### src/rtl/spe_fire_pkg.sv
// Shared definitions for the spiking-neuron fire engine: accumulator width,
// router packet field positions, opcode helpers and the controller states.
package spe_fire_pkg;

  localparam int SUM_WIDTH = 13;
  localparam logic [SUM_WIDTH-1:0] SUM_MAX = '1;

  // Router packet layout: [32:29] destination, [28:25] opcode, [24:0] data
  localparam int PKT_WIDTH = 33;
  localparam int DEST_HI   = 32;
  localparam int DEST_LO   = 29;
  localparam int OP_HI     = 28;
  localparam int OP_LO     = 25;
  localparam int DATA_HI   = 24;
  localparam int DATA_LO   = 0;
  localparam int DATA_WIDTH = DATA_HI - DATA_LO + 1;

  localparam logic [3:0] OP_TIMESTEP_DONE = 4'd15;

  typedef enum logic [2:0] {
    ST_ACCUM,
    ST_REQ,
    ST_WAIT_RES,
    ST_FIRE,
    ST_SEND,
    ST_TS_WAIT,
    ST_DONE
  } state_t;

  // Opcode this SPE uses when delivering a fired neuron to output memory
  function automatic logic [3:0] send_opcode(input int spe_idx);
    return 4'(2 * spe_idx);
  endfunction

  // Opcode this SPE uses when asking for the previous timestep's residue
  function automatic logic [3:0] req_opcode(input int spe_idx);
    return 4'(2 * spe_idx + 1);
  endfunction

endpackage

### src/rtl/spe_fire_if.sv
// Router-side handshake bundle: one inbound and one outbound packet channel.
interface spe_fire_if;
  import spe_fire_pkg::*;

  logic                 in_valid;
  logic                 in_ready;
  logic [PKT_WIDTH-1:0] in_packet;
  logic                 out_valid;
  logic                 out_ready;
  logic [PKT_WIDTH-1:0] out_packet;

  // Router side: drives inbound packets and accepts outbound ones
  modport master (
    output in_valid, in_packet, out_ready,
    input  in_ready, out_valid, out_packet
  );

  // SPE side
  modport slave (
    input  in_valid, in_packet, out_ready,
    output in_ready, out_valid, out_packet
  );
endinterface

### src/rtl/spe_sat_add.sv
// Unsigned saturating adder: clamps at the all-ones value instead of wrapping.
module spe_sat_add
  import spe_fire_pkg::*;
(
  input  logic [SUM_WIDTH-1:0] a,
  input  logic [SUM_WIDTH-1:0] b,
  output logic [SUM_WIDTH-1:0] sum
);

  logic [SUM_WIDTH:0] full_sum;

  // Carry out of the top bit means the true sum exceeds the range
  assign full_sum = {1'b0, a} + {1'b0, b};
  assign sum      = full_sum[SUM_WIDTH] ? SUM_MAX : full_sum[SUM_WIDTH-1:0];

endmodule

### src/rtl/spe_fire.sv
// Neuron fire engine: accumulates partial sums per neuron, optionally folds in
// the previous timestep's residue, fires against a threshold and ships the
// spike/residue to output memory; sequences two timesteps.
module spe_fire
  import spe_fire_pkg::*;
#(
  parameter int SPE_IDX     = 0,
  parameter int OMEM_ID     = 11,
  parameter int THRESHOLD   = 64,
  parameter int NUM_PSUM    = 5,
  parameter int NUM_NEURONS = 89
) (
  input  logic        clk,
  input  logic        reset,
  spe_fire_if.slave   bus,
  output logic [1:0]  ts,
  output logic        done,
  output logic        err
);

  localparam int PSUM_CNT_W   = $clog2(NUM_PSUM + 1);
  localparam int NEURON_CNT_W = $clog2(NUM_NEURONS + 1);
  localparam int PAD_W        = DATA_WIDTH - SUM_WIDTH - 1;

  localparam logic [SUM_WIDTH-1:0]    THRESH      = SUM_WIDTH'(THRESHOLD);
  localparam logic [PSUM_CNT_W-1:0]   LAST_PSUM   = PSUM_CNT_W'(NUM_PSUM - 1);
  localparam logic [NEURON_CNT_W-1:0] LAST_NEURON = NEURON_CNT_W'(NUM_NEURONS - 1);

  state_t                  state_reg;
  logic [SUM_WIDTH-1:0]    potential_reg;
  logic [PSUM_CNT_W-1:0]   psum_cnt_reg;
  logic [NEURON_CNT_W-1:0] neuron_cnt_reg;
  logic [1:0]              ts_reg;
  logic                    done_reg;
  logic                    err_reg;
  logic                    out_valid_reg;
  logic [PKT_WIDTH-1:0]    out_packet_reg;

  logic [3:0]           in_op;
  logic [SUM_WIDTH-1:0] in_data;
  logic                 in_accept;
  logic                 out_accept;
  logic                 is_ts_done_op;
  logic [SUM_WIDTH-1:0] add_sum;
  logic                 spike;
  logic [SUM_WIDTH-1:0] residue;
  logic                 unused_in_bits;

  assign in_op         = bus.in_packet[OP_HI:OP_LO];
  assign in_data       = bus.in_packet[DATA_LO+SUM_WIDTH-1:DATA_LO];
  assign in_accept     = bus.in_valid & bus.in_ready;
  assign out_accept    = out_valid_reg & bus.out_ready;
  assign is_ts_done_op = (in_op == OP_TIMESTEP_DONE);

  // Destination and the upper data bits carry nothing this block consumes
  assign unused_in_bits = ^{bus.in_packet[DEST_HI:DEST_LO],
                            bus.in_packet[DATA_HI:DATA_LO+SUM_WIDTH]};

  // Single adder shared by psum accumulation and residue fold-in
  spe_sat_add u_sat_add (
    .a   (potential_reg),
    .b   (in_data),
    .sum (add_sum)
  );

  // Threshold comparison evaluated on the settled potential during FIRE
  assign spike   = (potential_reg >= THRESH);
  assign residue = spike ? (potential_reg - THRESH) : potential_reg;

  // Inbound acceptance follows state only, so it can never overlap out_valid
  assign bus.in_ready = (state_reg == ST_ACCUM)   || (state_reg == ST_WAIT_RES) ||
                        (state_reg == ST_TS_WAIT) || (state_reg == ST_DONE);

  assign bus.out_valid  = out_valid_reg;
  assign bus.out_packet = out_packet_reg;
  assign ts             = ts_reg;
  assign done           = done_reg;
  assign err            = err_reg;

  // Controller FSM with all outputs registered
  always_ff @(posedge clk) begin
    if (reset) begin
      state_reg      <= ST_ACCUM;
      potential_reg  <= '0;
      psum_cnt_reg   <= '0;
      neuron_cnt_reg <= '0;
      ts_reg         <= 2'd1;
      done_reg       <= 1'b0;
      err_reg        <= 1'b0;
      out_valid_reg  <= 1'b0;
      out_packet_reg <= '0;
    end else begin
      case (state_reg)
        ST_ACCUM: begin
          if (in_accept) begin
            if (is_ts_done_op) begin
              err_reg <= 1'b1;
            end else begin
              potential_reg <= add_sum;
              psum_cnt_reg  <= psum_cnt_reg + 1'b1;
              if (psum_cnt_reg == LAST_PSUM) begin
                if (ts_reg == 2'd1) begin
                  state_reg <= ST_FIRE;
                end else begin
                  state_reg      <= ST_REQ;
                  out_valid_reg  <= 1'b1;
                  out_packet_reg <= {4'(SPE_IDX), req_opcode(SPE_IDX),
                                     {DATA_WIDTH{1'b0}}};
                end
              end
            end
          end
        end

        ST_REQ: begin
          if (out_accept) begin
            out_valid_reg <= 1'b0;
            state_reg     <= ST_WAIT_RES;
          end
        end

        ST_WAIT_RES: begin
          if (in_accept) begin
            if (is_ts_done_op) begin
              err_reg <= 1'b1;
            end else begin
              potential_reg <= add_sum;
              state_reg     <= ST_FIRE;
            end
          end
        end

        ST_FIRE: begin
          out_valid_reg  <= 1'b1;
          out_packet_reg <= {4'(OMEM_ID), send_opcode(SPE_IDX),
                             {PAD_W{1'b0}}, residue, spike};
          state_reg      <= ST_SEND;
        end

        ST_SEND: begin
          if (out_accept) begin
            out_valid_reg  <= 1'b0;
            potential_reg  <= '0;
            psum_cnt_reg   <= '0;
            neuron_cnt_reg <= neuron_cnt_reg + 1'b1;
            state_reg      <= (neuron_cnt_reg == LAST_NEURON) ? ST_TS_WAIT : ST_ACCUM;
          end
        end

        ST_TS_WAIT: begin
          if (in_accept) begin
            if (!is_ts_done_op) begin
              err_reg <= 1'b1;
            end else if (ts_reg == 2'd1) begin
              ts_reg         <= 2'd2;
              neuron_cnt_reg <= '0;
              state_reg      <= ST_ACCUM;
            end else begin
              done_reg  <= 1'b1;
              state_reg <= ST_DONE;
            end
          end
        end

        ST_DONE: begin
          // Terminal: everything offered is swallowed silently
        end

        default: state_reg <= ST_ACCUM;
      endcase
    end
  end

endmodule
### src/flat_wrapper.sv
// flat-port wrapper written by rule: the top's interface ports become plain ports
module spe_fire_flat import spe_fire_pkg::*;
#(
  parameter int SPE_IDX     = 0,
  parameter int OMEM_ID     = 11,
  parameter int THRESHOLD   = 64,
  parameter int NUM_PSUM    = 5,
  parameter int NUM_NEURONS = 89
)
  (clk, reset, ts, done, err, bus_in_valid, bus_in_packet, bus_out_ready, bus_in_ready, bus_out_valid, bus_out_packet);
  spe_fire_if bus_i ();
  input  logic clk;
  input  logic reset;
  output logic [1:0] ts;
  output logic done;
  output logic err;
  input wire logic [$bits(bus_i.in_valid)-1:0] bus_in_valid;
  input wire logic [$bits(bus_i.in_packet)-1:0] bus_in_packet;
  input wire logic [$bits(bus_i.out_ready)-1:0] bus_out_ready;
  output wire logic [$bits(bus_i.in_ready)-1:0] bus_in_ready;
  output wire logic [$bits(bus_i.out_valid)-1:0] bus_out_valid;
  output wire logic [$bits(bus_i.out_packet)-1:0] bus_out_packet;
  assign bus_i.in_valid = bus_in_valid;
  assign bus_i.in_packet = bus_in_packet;
  assign bus_i.out_ready = bus_out_ready;
  assign bus_in_ready = bus_i.in_ready;
  assign bus_out_valid = bus_i.out_valid;
  assign bus_out_packet = bus_i.out_packet;
  spe_fire #(.SPE_IDX(SPE_IDX), .OMEM_ID(OMEM_ID), .THRESHOLD(THRESHOLD), .NUM_PSUM(NUM_PSUM), .NUM_NEURONS(NUM_NEURONS)) u_core (.clk(clk), .reset(reset), .bus(bus_i), .ts(ts), .done(done), .err(err));
endmodule
### config.mk
export PLATFORM = sky130hd
export DESIGN_NAME = spe_fire_flat
export DESIGN_NICKNAME = d
export VERILOG_FILES = /design/src/rtl/spe_fire_pkg.sv /design/src/rtl/spe_fire_if.sv /design/src/rtl/spe_sat_add.sv /design/src/rtl/spe_fire.sv /design/src/flat_wrapper.sv
export SDC_FILE = /design/constraint.sdc
export NUM_CORES = 1
export LEC_CHECK = 0
export CORE_ASPECT_RATIO = 1.25
export CORE_MARGIN = 4
export CORE_UTILIZATION = 50
export DETAILED_ROUTE_END_ITERATION = 10
export PLACE_DENSITY = 0.8
export SKIP_LAST_GASP = 1
export SYNTH_ARGS = -nofsm -noshare
export SYNTH_HDL_FRONTEND = slang
export SYNTH_HIERARCHICAL = 1
export SYNTH_SLANG_ARGS = --single-unit
### constraint.sdc
create_clock -name clk -period 2.7 [get_ports clk]
set_input_delay 0.81 -clock clk [delete_from_list [all_inputs] [get_ports clk]]
set_output_delay 0.81 -clock clk [all_outputs]
set_load 0.1 [all_outputs]
==> results by group <==
Run status
  • Status: finished clean

Synth
  • Seq/Total Area, Yosys: approximately 30%
  • Mapped Cells: roughly 390
  • Netlist cell types: 64
  • Async set-or-reset flop fraction in the synthesized netlist: 0%
  • Yosys top cell by area: dfxtp_1
  • Mean post-synth cell area: approximately 8 um2
  • Number of synthesized flops with an enable pin: 0
  • Dominant cells by area after synthesis: dfxtp_1 30%, ha_1 7.5%, nand2_1 6.1%, a21oi_1 5.2%, buf_4 4.5%
  • Synthesized flop and latch total: 47
  • Cell Area, Synth: roughly 3200 um2
  • Post-synth top area share: between 20% and 30%
  • Synth Flop Type: dfxtp_1
  • Yosys Warn Count: 6

STA
  • Slew Limit Headroom: 51.0%
  • Unrepaired setup endpoints after global routing: true
  • Count of final setup violators: 0
  • Minimum clock period: roughly 2.6 ns
  • Achievable Freq: 0.383 GHz
  • Worst-Margin Slew: approximately 0.73 ns
  • Fin Setup TNS: 0 ns
  • Fin. Hold Viols: 0
  • Fin. max-slew vios: 0
  • Fin crit share: around 97%
  • Layout Skew: around 0.0081 ns

Clock tree
  • TritonCTS Sinks: between 40 and 50
  • Post-CTS Setup Bufs: 0
  • CTS tree: done
  • Hold buffers post-CTS: 0
  • CTS Buf Count: 5
  • Clk_lat worst skew: 0.30 ns
  • H-tree depth: 2
  • Clock buffer depth: 2
  • CTS clk-pin slew, worst paths: 0.08 ns
  • Root Buffer: clkbuf_8

Route
  • Total number of vias: ~2.9k
  • Residual DRC: 0
  • DRT Pass-1 Iters: 4
  • Iteration-0 DRC Markers: ~120
  • Drt wl/cell: approximately 13 um
  • Via density: roughly 5.4
  • Total wire length: 7200 um
  • Antenna-violating nets left: 0

Setup path
  • Max stage delay on crit path: 0.46 ns
  • CP Data Required Time: roughly 2.9 ns
  • Startpoint type of the worst setup path: primary input
  • CP Max Fanout: 4
  • Crit path cell chain: clkdlybuf4s50_1 -> ha_1 -> inv_1 -> fa_1 -> nand2b_4 -> a21oi_2 -> a211oi_2 -> o31ai_2 -> xnor2_1 -> nand2b_1 -> nand2_1 -> mux2i_1
  • Reg-to-Reg Start: u_core/state_reg[0]
  • Critical path arrival: 2.80 ns
  • Critical path type: primary input to flop
  • Critical path's top delay family: adder cells
  • Setup slack, reg-to-reg: approximately 0.55 ns
  • CP endpoint kind: flop
  • Buf+Inv Stages, Crit Path: 2
  • Worst Setup SP: bus_in_packet[0]
  • Slowest CP cell: clkdlybuf4s50_1

Floorplan
  • I/O pin total: between 70 and 80
  • Die area: around 7600 um2
  • Die Wd: about 79 um
  • FP Rows: 32
  • Initial Util: around 51%
  • Die Y: roughly 97 um
  • Total core area: 6170 um2

Pwr
  • PD cells: 627 nW/um2
  • Leak Pwr: approximately 1.6 nW
  • Peak supply drop: approximately 0.34 mV
  • Total Power: 0.00243 W

Global route
  • Vias in the first global route: between 2k and 3k
  • First-pass GRT wire length: between 10000 and 15000 um
  • Largest net degree at the start of global routing: 21
  • Initial antenna violation count: 0
  • Total gr overflow: 0
  • Total track usage: 19.6%

Place
  • Post-DP HPWL: between 5000 and 6000 um
  • I/O Buffers: between 40 and 50
  • GPL Wtd Cong: between 0.9 and 1

Flow run
  • Max-cap viol count: 0

Cells and area
  • Commonest non-fill, non-tap cells in the layout: 54 x buf_4, 51 x nand2_1, 47 x dfxtp_1
  • Final net count: roughly 500
  • Ratio of cells with drive above 1 in the final layout: 18.5%
  • Number of diodes: 0
  • Max FFs per register: 16
  • P&R area growth vs syn: 22.9%
  • Most common cell after layout, fill and taps aside: buf_4

Min path
  • Worst hold path type: flop to flop
  • Hold Crit Start: u_core/err
-- stage by stage --
| step | area [um2] | util (%) | worst slack [ns] | std cells | hold slack (ns) |
|---|---|---|---|---|---|
| 6_report | 3870 | 62.8 | 0.0906 | 538 | 0.448 |
| 2_1_floorplan | 3210 | - | 0.241 | 402 | 0.447 |
| 5_1_grt | 3870 | 62.8 | -0.0136 | 538 | 0.461 |
| 3_5_place_dp | 3750 | 60.9 | -0.361 | 530 | 0.437 |
| 4_1_cts | 3860 | 62.6 | 0.0294 | 538 | 0.450 |
| 3_3_place_gp | 3750 | 60.9 | -0.319 | 530 | 0.437 |
-- kinds of logic (layout without fill, tap and decap cells) --
| family | count (synthesis) | after routing | synth area share, % |
|---|---|---|---|
| fa+ha+maj | 20 | 20 | 8.18 |
| mux | 15 | 15 | 4.81 |
| xor+xnor | 11 | 11 | 3.06 |
| other cells | 1 | 15 | 0.119 |
| buf+inv | 52 | 103 | 8.86 |
| compound gates | 98 | 98 | 20.9 |
| simple gates | 144 | 144 | 24.3 |
| flops | 47 | 47 | 29.9 |
-- power breakdown --
group          switching (W)  total (W)  internal [W]
logic               0.000607    0.00111      0.000502
clock network       0.000233   0.000467      0.000234
registers          0.0000958   0.000850      0.000754
-- path summary, 6_finish.rpt --
path / end / cells after the start
setup / recovery: u_core/potential_reg[12] / 12
hold / removal: u_core/err / 2
setup reg to reg: u_core/neuron_cnt_reg[3] / 5
hold reg to reg: u_core/err / 2
-- cells in the mapped netlist, types with 2 or more instances --
| cell type | number |
|---|---|
| buf_4 | 19 |
| a31oi_1 | 2 |
| or4_1 | 2 |
| nand3b_1 | 3 |
| nor4bb_1 | 2 |
| a211o_1 | 2 |
| nor2b_1 | 6 |
| a311oi_1 | 2 |
| or3_1 | 7 |
| mux2i_1 | 14 |
| nand2b_1 | 16 |
| o211ai_1 | 4 |
| buf_2 | 4 |
| a22o_1 | 3 |
| nand3_1 | 17 |
| nor4_1 | 2 |
| xor2_1 | 4 |
| xnor2_1 | 7 |
| or2_2 | 2 |
| and3b_1 | 2 |
| o21ai_2 | 2 |
| nand2_1 | 51 |
| o2bb2ai_1 | 3 |
| clkbuf_1 | 8 |
| o21ai_0 | 16 |
| a21oi_1 | 33 |
| nor2_1 | 11 |
| dfxtp_1 | 47 |
| ha_1 | 19 |
| a21oi_2 | 5 |
| a211oi_1 | 4 |
| and2_1 | 3 |
| o31ai_1 | 5 |
| nor3_1 | 5 |
| a21o_1 | 4 |
| nand4_1 | 6 |
| inv_1 | 19 |
-- metal layers --
| layer | wire length (um) | vias up | part of all wire, % | GRT usage [%] |
|---|---|---|---|---|
| met5 | 0 | - | 0 | 0 |
| met4 | 138 | 0 | 1.9 | 6.75 |
| met3 | 354 | 18 | 4.9 | 2.70 |
| met2 | 3750 | 80 | 52 | 35.7 |
| met1 | 2950 | 1344 | 41 | 23.0 |
| li1 | - | 1481 | - | - |
-- layout make-up --
cell class	instances	area, um2
well taps	85	106
flip-flops and latches	47	941
multi-input cells	303	2010
inverters	19	71.3
clock buffers	8	100
repair buffers	76	646
fillers	566	2290
-- tightest hold or removal path, stage by stage (launching register included) --
cell,delay [ns]
dfxtp_1,0.32
inv_1,0.04
a21oi_1,0.05
-- timing repair --
item                       in CTS  in global routing
resized for setup               1                  4
pin swaps                       1                  1
setup endpoints to repair       1                  3
gates cloned                    0                  0
(Power assumes the default switching activity.)
